$ cat src/rtl/ula_pkg.sv
// Shared ULA definitions: sequencer states, counter sizing helper and
// operation encoding for the multi-cycle adder/subtractor.
package ula_pkg;

  typedef enum logic [1:0] {
    IDLE = 2'd0,
    RUN  = 2'd1,
    DONE = 2'd2
  } state_t;

  localparam logic OP_ADD = 1'b0;
  localparam logic OP_SUB = 1'b1;

  // A single-chunk configuration still needs a one-bit counter.
  function automatic int cnt_width(input int n);
    return (n <= 1) ? 1 : $clog2(n);
  endfunction

endpackage

$ cat src/rtl/somador_bloco.sv
// CHUNK-bit combinational ripple slice; also exposes the carry into its MSB
// so the sequencer can derive signed overflow on the final chunk.
module somador_bloco #(
  parameter int CHUNK = 2
) (
  input  logic [CHUNK-1:0] a,
  input  logic [CHUNK-1:0] b,
  input  logic             cin,
  output logic [CHUNK-1:0] s,
  output logic             cout,
  output logic             c_msb
);

  logic [CHUNK:0] c;

  assign c[0] = cin;

  for (genvar i = 0; i < CHUNK; i++) begin : g_bit
    assign s[i]   = a[i] ^ b[i] ^ c[i];
    assign c[i+1] = (a[i] & b[i]) | (c[i] & (a[i] ^ b[i]));
  end

  assign cout  = c[CHUNK];
  assign c_msb = c[CHUNK-1];

endmodule

$ cat src/rtl/somador_sequencial.sv
// Multi-cycle WIDTH-bit adder/subtractor that walks CHUNK bits per clock
// through one shared ripple slice, with start/busy/done handshake and flags.
//
// state | meaning
// IDLE  | waiting for start; last result held on outputs
// RUN   | one chunk per edge into the accumulator; outputs unchanged
// DONE  | results just updated, done pulse; start here chains a new op
module somador_sequencial
  import ula_pkg::*;
#(
  parameter int WIDTH = 8,
  parameter int CHUNK = 2
) (
  input  logic             clk,
  input  logic             rst_n,
  input  logic             start,
  input  logic             sub,
  input  logic [WIDTH-1:0] a,
  input  logic [WIDTH-1:0] b,
  output logic             busy,
  output logic             done,
  output logic [WIDTH-1:0] s,
  output logic             cout,
  output logic             ovf,
  output logic             zero
);

  localparam int               NCHUNK = WIDTH / CHUNK;
  localparam int               CW     = cnt_width(NCHUNK);
  localparam logic [CW-1:0]    LAST   = CW'(NCHUNK - 1);
  localparam logic [WIDTH-1:0] MASK   = WIDTH'({CHUNK{1'b1}});

  if ((CHUNK < 1) || (CHUNK > WIDTH) || ((WIDTH % CHUNK) != 0)) begin : g_bad_params
    $error("somador_sequencial: WIDTH must be a non-zero multiple of CHUNK");
  end

  state_t           state_q, state_d;
  logic [WIDTH-1:0] op_a_q, op_a_d;
  logic [WIDTH-1:0] op_b_q, op_b_d;
  logic [WIDTH-1:0] acc_q, acc_d;
  logic             carry_q, carry_d;
  logic [CW-1:0]    cnt_q, cnt_d;
  logic [WIDTH-1:0] s_q, s_d;
  logic             cout_q, cout_d;
  logic             ovf_q, ovf_d;
  logic             zero_q, zero_d;

  logic [CHUNK-1:0] sl_a, sl_b, sl_s;
  logic             sl_cout, sl_cmsb;
  int               base;

  always_comb begin
    base = int'(cnt_q) * CHUNK;
    sl_a = CHUNK'(op_a_q >> base);
    sl_b = CHUNK'(op_b_q >> base);
  end

  somador_bloco #(
    .CHUNK (CHUNK)
  ) u_bloco (
    .a     (sl_a),
    .b     (sl_b),
    .cin   (carry_q),
    .s     (sl_s),
    .cout  (sl_cout),
    .c_msb (sl_cmsb)
  );

  always_comb begin
    state_d = state_q;
    op_a_d  = op_a_q;
    op_b_d  = op_b_q;
    acc_d   = acc_q;
    carry_d = carry_q;
    cnt_d   = cnt_q;
    s_d     = s_q;
    cout_d  = cout_q;
    ovf_d   = ovf_q;
    zero_d  = zero_q;

    case (state_q)
      IDLE: ;
      RUN: begin
        acc_d   = (acc_q & ~(MASK << base)) | (WIDTH'(sl_s) << base);
        carry_d = sl_cout;
        cnt_d   = cnt_q + CW'(1);
        if (cnt_q == LAST) begin
          state_d = DONE;
          cnt_d   = '0;
          s_d     = acc_d;
          cout_d  = sl_cout;
          ovf_d   = sl_cmsb ^ sl_cout;
          zero_d  = (acc_d == '0);
        end
      end
      DONE:    state_d = IDLE;
      default: state_d = IDLE;
    endcase

    // Subtraction is A + ~B + 1: invert B here and seed the carry with sub.
    if (start && (state_q != RUN)) begin
      state_d = RUN;
      op_a_d  = a;
      op_b_d  = b ^ {WIDTH{sub == OP_SUB}};
      carry_d = (sub == OP_SUB);
      cnt_d   = '0;
    end
  end

  always_ff @(posedge clk or negedge rst_n) begin
    if (!rst_n) begin
      state_q <= IDLE;
      op_a_q  <= '0;
      op_b_q  <= '0;
      acc_q   <= '0;
      carry_q <= 1'b0;
      cnt_q   <= '0;
      s_q     <= '0;
      cout_q  <= 1'b0;
      ovf_q   <= 1'b0;
      zero_q  <= 1'b0;
    end else begin
      state_q <= state_d;
      op_a_q  <= op_a_d;
      op_b_q  <= op_b_d;
      acc_q   <= acc_d;
      carry_q <= carry_d;
      cnt_q   <= cnt_d;
      s_q     <= s_d;
      cout_q  <= cout_d;
      ovf_q   <= ovf_d;
      zero_q  <= zero_d;
    end
  end

  assign busy = (state_q == RUN);
  assign done = (state_q == DONE);
  assign s    = s_q;
  assign cout = cout_q;
  assign ovf  = ovf_q;
  assign zero = zero_q;

endmodule
$ cat config.mk
export PLATFORM = sky130hd
export DESIGN_NAME = somador_sequencial
export DESIGN_NICKNAME = d
export VERILOG_FILES = /design/src/rtl/ula_pkg.sv /design/src/rtl/somador_bloco.sv /design/src/rtl/somador_sequencial.sv
export SDC_FILE = /design/constraint.sdc
export NUM_CORES = 1
export LEC_CHECK = 0
export BUFFER_PORTS_ARGS = -buffer_cell sky130_fd_sc_hd__buf_4
export CORE_UTILIZATION = 59
export CTS_CLUSTER_DIAMETER = 100
export DETAILED_ROUTE_END_ITERATION = 12
export HOLD_SLACK_MARGIN = 0.1
export PLACE_DENSITY = 0.84
export SYNTH_ARGS = -nofsm -noshare
export SYNTH_HDL_FRONTEND = slang
export SYNTH_SLANG_ARGS = --single-unit
$ cat constraint.sdc
create_clock -name clk -period 6 [get_ports clk]
set_input_delay 1.2 -clock clk [delete_from_list [all_inputs] [get_ports clk]]
set_output_delay 1.2 -clock clk [all_outputs]
set_load 0.01 [all_outputs]
Yosys cells after proc, flatten, opt, wreduce, memory -nomap -nowiden
Cells that the tools add are included.
{"block": "totals", "register_bits": 40, "input_bits": 20, "out_inout_bits": 13}
{"block": "classes", "n_addsub": 1, "n_eq_ne": 6, "n_shift": 4, "n_mux": 8, "bitwise_logic": 15, "n_reduce_logical": 6}
{"operator": "8-bit by 3-bit right shift with 2-bit output", "count": 2}
{"operator": "2-bit 2-to-1 mux", "count": 5}
{"operator": "8-bit bitwise AND", "count": 1}
{"operator": "8-bit logical NOT", "count": 1}
{"operator": "8-bit inverter", "count": 1}
{"operator": "8-bit OR", "count": 1}
{"operator": "2-bit by 3-bit left shift with 8-bit output", "count": 1}
{"operator": "2-bit by 3-bit left shift with 8-bit output (first input constant)", "count": 1}
{"operator": "8-bit bitwise XOR", "count": 1}
{"operator": "1-bit bitwise XOR", "count": 5}
{"operator": "1-bit bitwise AND", "count": 4}
{"operator": "2-bit equality test (second input constant)", "count": 2}
{"operator": "2-bit one-hot mux with 2 select lines", "count": 1}
{"operator": "2-bit AND reduction", "count": 2}
{"operator": "3-bit by 1-bit != test with 1-bit output (second input constant)", "count": 1}
{"operator": "2-bit by 1-bit adder with 2-bit output (second input constant)", "count": 1}
{"operator": "2-bit by 1-bit equality test with 1-bit output (second input constant)", "count": 1}
{"operator": "2-bit logical NOT", "count": 1}
{"operator": "1-bit 2-to-1 mux", "count": 2}
{"operator": "2-bit by 1-bit != test with 1-bit output (second input constant)", "count": 1}
{"operator": "2-bit != test (second input constant)", "count": 1}
{"operator": "1-bit OR", "count": 2}
{"operator": "2-bit nonzero test", "count": 1}
{"operator": "1-bit logical AND", "count": 1}

Logic depth before layout (Yosys ltp)
Gate-level depths: netlist of run 1.
{"block": "depth", "depth_word": 8, "ltp_mapped": 7, "ltp_nobuf": 6}

By module
Synthesis of run 1 repeated with hierarchy kept, for this count alone.
{"block": "unflattened", "cells_unflattened": 161, "hier_area_um2": 1806.7}
{"mod": "somador_sequencial", "n_inst": 1, "cells_each": 159, "area_per_inst_um2": 1766.7, "seq_area_each_um2": 950.9}
{"mod": "somador_bloco", "n_inst": 1, "cells_each": 2, "area_per_inst_um2": 40.0, "seq_area_each_um2": 0.0}

Worst setup path before layout of run 1
No wires, ideal clock.
{"block": "synth_path", "kind": "register to register", "start": "reg cnt_q[0]", "end": "reg zero_q (netlist: zero)", "arrival_ns": 2.569, "t_required_ns": 5.908, "path_slack_ns": 3.339, "path_stages_with_launch": 8, "n_path_buf": 1, "path_cell_list": "dfrtp_1 -> buf_6 -> mux4_1 -> fa_1 -> fa_1 -> a32oi_1 -> nand3_1 -> o31ai_2"}
{"block": "synth_via", "elab_chain_cells": 8, "elab_cells_between_ends": 17, "cone_classes": "1 x eq/ne; 4 x shift; 10 x bitwise; 2 x reduce/logical"}
{"element": "from (decl)", "line_no": "somador_sequencial.sv:42", "rtl": "logic [CW-1:0] cnt_q, cnt_d;"}
{"element": "from (signal assigned)", "line_no": "somador_sequencial.sv:128", "rtl": "cnt_q <= cnt_d;"}
{"element": "8-bit by 3-bit right shift with 2-bit output, on equally long branches", "line_no": "somador_sequencial.sv:54, somador_sequencial.sv:55"}
{"element": "1-bit bitwise XOR", "line_no": "somador_bloco.sv:19, somador_bloco.sv:20"}
{"element": "1-bit bitwise AND", "line_no": "somador_bloco.sv:20", "rtl": "assign c[i+1] = (a[i] & b[i]) | (c[i] & (a[i] ^ b[i]));"}
{"element": "1-bit OR", "line_no": "somador_bloco.sv:20"}
{"element": "1-bit bitwise XOR", "line_no": "somador_bloco.sv:19", "rtl": "assign s[i] = a[i] ^ b[i] ^ c[i];"}
{"element": "2-bit by 3-bit left shift with 8-bit output", "line_no": "somador_sequencial.sv:84", "rtl": "acc_d = (acc_q & ~(MASK << base)) | (WIDTH'(sl_s) << base);"}
{"element": "8-bit OR", "line_no": "somador_sequencial.sv:84"}
{"element": "8-bit logical NOT", "line_no": "somador_sequencial.sv:93", "rtl": "zero_d = (acc_d == '0);"}
{"element": "to (signal assigned)", "line_no": "somador_sequencial.sv:132", "rtl": "zero_q <= zero_d;"}
{"element": "to (decl)", "line_no": "somador_sequencial.sv:46", "rtl": "logic zero_q, zero_d;"}
Parallel ways exist; a longest one is shown, timed or not.
A chain may end at the register's enable or synchronous reset.

Worst setup path in the final report of run 1
Same ends and word-level chain as after synthesis.

==> flow_summary.yaml, run 1 <==
status:
  status: "complete, no violations"
clocking:
  cts.path.max_buffers: 2
  hold_buffers: 0
  clock_sinks: 38
  cts_resized: 0
  post-cts-setup-buffer-count: 0
  clk_latency_ns: 0.34
  clock_tree.root_cell: "clkbuf_4"
  clk_pin_slew_worst_paths_ns: 0.11
  cts_tree: "yes"
  cts_buffers: 5
  htree_levels: 2
setup_path:
  worst-r2r-setup-slack_ns: 2.97
  crit_path_start_kind: "flop"
  crit_fanout: 13
  path_class: "reg -> reg"
  crit_required_ns: 6.25
  arrival_ns: 3.29
  cp-end-kind: "flop"
synthesis:
  yosys_warnings: 0
  synth_nets: 185
  synth_top_cell_by_area: "dfrtp_1"
  synth_cell_types: 33
  synthArstFlopShare: 1.000
  syn_avg_cell_area_um2: 11.74
  ys_seq_area_frac: 0.5094
  synth.cells.most_frequent: "dfrtp_1, nand2_1, o21ai_0"
  ys.flop_type: "dfrtp_1"
  syn_area_mm2: 0.001867
  yosysMostFrequentCell: "dfrtp_1"
  netlist.area_leader.share: 0.5094
  syn_inst: 159
  synth-edff-count: 0
  ys_seq_elements: 38
  synthTopCellsByArea: "dfrtp_1, nand2_1, o21ai_0, mux4_1, xnor2_1"
floorplanning:
  die_w_um: 58.25
  core_mm2: 0.003028
  rows: 20
  die_area_mm2: 0.003393
  start_util: 0.6165
  ios: 33
  die_h_um: 58.25
route:
  drtIter0Drc: 40
  drt_pre_antenna_iters: 4
  wl_per_cell_um: 13.11
  drtAntennaViolNets: 0
  vias_per_cell: 5.226
  vias: 1223
  routed_wl_mm: 3.067
  drc: 0
final_layout:
  fin_area_mm2: 0.002153
  drive_gt1_frac: 0.3105
  area_growth_pct: 15.35
  antennaDiodeCount: 0
  nets: 215
placed_design:
  port_buffers: 32
  placed_cell_area_mm2: 0.002093
  gp_congestion: 0.8321
  hpwl_mm: 2.328
flow_run:
  drv_cap: 0
sta:
  skew_ns: 0.009108
  period_share: 0.5054
  maxSlewHeadroom: 0.6259
  worst_slew_pin_slew_ns: 0.5612
  finalSetupViolations: 0
  fmax_mhz: 329.8
  hold_viol_final: 0
  final_max_slew_viol_count: 0
  setup_tns_ns: 0
  min_period_ns: 3.033
  rsz0062_at_grt: "false"
grt:
  grt_max_degree: 39
  grt_pass1_wl_mm: 5.313
  track_usage: 0.2126
  grt_pass1_vias: 1201
  gr-total-overflow: 0
  antenna_found_initial: 0
min_path:
  hold_path_class: "reg -> reg"
pwr:
  irDropWorstVdd_mv: 0.2647
  cellPowerDensity_mw_per_mm2: 565.3
  cellLeakagePower_nw: 1.019
[placed cells by master (no fill, tap or decap), types with 2 or more instances in the layout]
master    instances
o31ai_1           2
nand2_4           2
o21ai_0          18
xnor2_1           9
inv_1             2
nor2b_1           2
clkbuf_4          5
nor2_1            2
buf_4            32
a21oi_1           2
mux4_1            3
a32oi_2           2
o21ai_1           6
dfrtp_1          38
mux2_4            4
nand2_1          31
fa_1              2
ha_1              4
inv_2             2
mux2_2            4
a32oi_1           2
nand3_1           4
[critical path, cell delays in order (launching register included)]
cell	delay, ns
dfrtp_1	0.66
mux4_1	0.64
fa_1	0.44
fa_1	0.54
a32oi_1	0.33
nand3_1	0.13
o31ai_2	0.21
[through the flow]
step	instances	utilization	total power, mW	hold slack (ns)	worst slack [ns]
floorplan	159	-	0.9454	0.4416	3.339
global placement	226	0.6913	1.059	0.4585	3.138
detailed placement	226	0.6913	1.092	0.4729	3.013
CTS	234	0.7112	1.225	0.4967	2.982
global route	234	0.7112	1.318	0.5156	2.753
finish	234	0.7112	1.217	0.4947	2.967
[final cells by class]
class                           instances  area [um^2]
Inverter                                6        32.53
Clock inverter                          1        5.005
Fill cell                             220        874.6
Sequential cell                        38        950.9
Multi-Input combinational cell        106        814.5
Timing Repair Buffer                   32        240.2
Tap cell                               44        55.05
Clock buffer                            7        55.05
[routing by layer]
layer	global-route usage	wire length (um)	vias to the layer above
met3	0.06920	152	4
met5	0	0	-
met2	0.3662	1607	33
met1	0.2541	1281	578
li1	-	-	608
met4	0.06463	25	0
[worst paths after layout]
path / start / endpoint / cells after the start
worst min register to register: op_b_q[0]$_DFFE_PN0P_ / op_b_q[0]$_DFFE_PN0P_ / 2
worst max register to register: cnt_q[0]$_DFFE_PN0P_ / zero$_DFFE_PN0P_ / 6
min in group asynchronous: rst_n / state_q[0]$_DFFE_PN0P_ / 1
worst min-delay path: op_b_q[0]$_DFFE_PN0P_ / op_b_q[0]$_DFFE_PN0P_ / 2
max in group asynchronous: rst_n / acc_q[1]$_DFFE_PN0P_ / 1
worst max-delay path: cnt_q[0]$_DFFE_PN0P_ / zero$_DFFE_PN0P_ / 6
[kinds of logic (layout without fill, tap and decap cells)]
kind of cell               after synthesis  after routing  share of synthesized area
and+or+nand+nor                         44             44                     0.1146
DFF                                     38             38                     0.5094
AOI/OAI and AO/OA                       34             34                     0.1153
buffers and inverters                   15             46                    0.05429
muxes                                   13             13                     0.1160
xor gates and xnor gates                 9              9                    0.04223
adders and majority gates                6              6                    0.04826
[registers in the layout, indices dropped and copies added (netlist names), 2 cells and up]
| register | cells |
|---|---|
| s | 8 |
| cnt_q | 2 |
| op_b_q | 8 |
| state_q | 2 |
| acc_q | 6 |
| op_a_q | 8 |
[power breakdown]
| part | switching, mW | total (mW) | internal, mW |
|---|---|---|---|
| registers | 0.0910 | 0.462 | 0.371 |
| logic | 0.329 | 0.620 | 0.291 |
| clock network | 0.0786 | 0.135 | 0.0568 |
(Power assumes the default switching activity.)
==> inputs of run 2 (changes only) <==
CORE_UTILIZATION = 55   (was 59)
PLACE_DENSITY = 0.79   (was 0.84)
clock period = 2.8 ns   (was 6 ns; I/O delays follow)
==> run 2 against run 1 <==
Core utilization down 2.0 points. Die area up 7.0%. Worst setup slack worse by 2.9 ns. Critical path type unchanged. Sequential cell count unchanged.
==> flow_summary.yaml, run 2 (synthesis results as in run 1) <==
pwr:
  irDropWorstVdd_mv: 0.6169
  cellPowerDensity_mw_per_mm2: 1223
  cellLeakagePower_nw: 1.020
route:
  drtAntennaViolNets: 0
  vias: 1269
  drtIter0Drc: 28
  vias_per_cell: 5.400
  drc: 0
  routed_wl_mm: 3.249
  drt_pre_antenna_iters: 4
  wl_per_cell_um: 13.83
sta:
  setup_tns_ns: 0
  skew_ns: 0.005739
  rsz0062_at_grt: "false"
  whs_ns: 0.1566
  fin_ws_ns: 0.06005
  maxSlewHeadroom: 0.6904
  period_share: 0.9786
  fmax_mhz: 365.0
  finalSetupViolations: 0
  min_period_ns: 2.740
  hold_viol_final: 0
  worst_slew_pin_slew_ns: 0.4644
  final_max_slew_viol_count: 0
setup_path:
  critical-path-max-stage-delay_ns: 0.58
  path_cells: "mux4_1 > fa_1 > fa_1 > a32oi_2 > nand3_1 > o31ai_2"
  crit_fanout: 5
  cp-startpoint: "cnt_q[0]$_DFFE_PN0P_"
  crit_top_cell: "fa_1"
  path_delay_family: "adder cells"
  reg2regPathDepth: 6
  path_class: "reg -> reg"
  r2r-start: "cnt_q[0]$_DFFE_PN0P_"
  crit_required_ns: 3.05
  crit_slowest_cell: "mux4_1"
  worst-r2r-setup-slack_ns: 0.06
  crit_path_start_kind: "flop"
  arrival_ns: 2.99
  timing.rr.end: "zero$_DFFE_PN0P_"
  cp-end-kind: "flop"
  cp.buffers_inverters: 0
floorplanning:
  start_util: 0.5968
  die_w_um: 60.26
  ios: 33
  core_mm2: 0.003128
  die_h_um: 60.26
  die_area_mm2: 0.003631
  rows: 20
clocking:
  clock_sinks: 38
  cts_tree: "yes"
  cts_buffers: 5
  clk_latency_ns: 0.34
  hold_buffers: 0
  clock_tree.root_cell: "clkbuf_4"
  clk_pin_slew_worst_paths_ns: 0.10
  htree_levels: 2
  cts.path.max_buffers: 2
grt:
  track_usage: 0.2096
  grt_pass1_vias: 1258
  grt_max_degree: 39
  antenna_found_initial: 0
  gr-total-overflow: 0
  grt_pass1_wl_mm: 5.333
final_layout:
  drive_gt1_frac: 0.3194
  fin_area_mm2: 0.002162
  area_growth_pct: 15.82
  nets: 217
  layout_common_cells: "dfrtp_1, buf_4, nand2_1"
  layout_commonest_cell: "dfrtp_1"
  antennaDiodeCount: 0
  final_cells: 235
status:
  status: "complete, no violations"
placed_design:
  placed_cell_area_mm2: 0.002108
  placed_cells: 228
  port_buffers: 32
  hpwl_mm: 2.410
  gp_congestion: 0.8694
  place_ws_ns: 0.06604
flow_run:
  drv_cap: 0
min_path:
  hold_path_class: "in -> async"
==> run 2: changes by cell type in the layout (fill, tap and decap cells not counted), sizes merged <==
cell    before  now
buf         32   34
clkinv       2    1
==> run 2: repair_timing <==
| action | 4_1_cts | 5_1_grt |
|---|---|---|
| gates resized for setup | 0 | 2 |
| setup endpoints to repair | 0 | 1 |
| setup buffers | 0 | 0 |
==> run 2: worst max-delay path by stage <==
| stage | end | depth (start not counted) | slack, ns |
|---|---|---|---|
| final | zero$_DFFE_PN0P_ | 6 | 0.06 |
| after global routing | zero$_DFFE_PN0P_ | 6 | 0.008 |
| after CTS | zero$_DFFE_PN0P_ | 6 | 0.05 |
| after detailed placement | zero$_DFFE_PN0P_ | 6 | 0.07 |
| after global placement | zero$_DFFE_PN0P_ | 6 | 0.20 |
| after floorplan | zero$_DFFE_PN0P_ | 7 | 0.14 |
==> run 2: final cells by class <==
type | instances | area [um^2]
clock buffer | 7 | 45.04
sequential | 38 | 952.2
multi-input combinational | 106 | 822.0
timing repair buffer | 34 | 255.2
inverter | 6 | 32.53
tap | 44 | 55.05
fill | 242 | 965.9
==> run 2: layer usage <==
metal / GRT usage / vias to the layer above / wire, um
met1: 0.2378 / 613 / 1349
met3: 0.04545 / 10 / 127
li1: - / 610 / -
met2: 0.3626 / 36 / 1691
met5: 0 / - / 0
met4: 0.1163 / 0 / 81
==> run 2: worst reg2reg max path: stages, from the launching register on <==
cell,delay (ns)
dfrtp_2,0.42
mux4_1,0.58
fa_1,0.43
fa_1,0.56
a32oi_2,0.32
nand3_1,0.15
o31ai_2,0.20
==> run 2: metrics by stage <==
stage | power, mW | util
6_report | 2.645 | 0.6912
5_1_grt | 2.822 | 0.6912
4_1_cts | 2.631 | 0.6884
3_5_place_dp | 2.376 | 0.6740
3_3_place_gp | 2.302 | 0.6740
2_1_floorplan | 2.026 | -
==> run 2: power breakdown <==
group | leakage, nW | total, mW | switching [mW] | internal [mW]
sequential | 0.476 | 0.952 | 0.154 | 0.798
clock | 0.0254 | 0.257 | 0.162 | 0.0947
combinational | 0.519 | 1.44 | 0.784 | 0.652
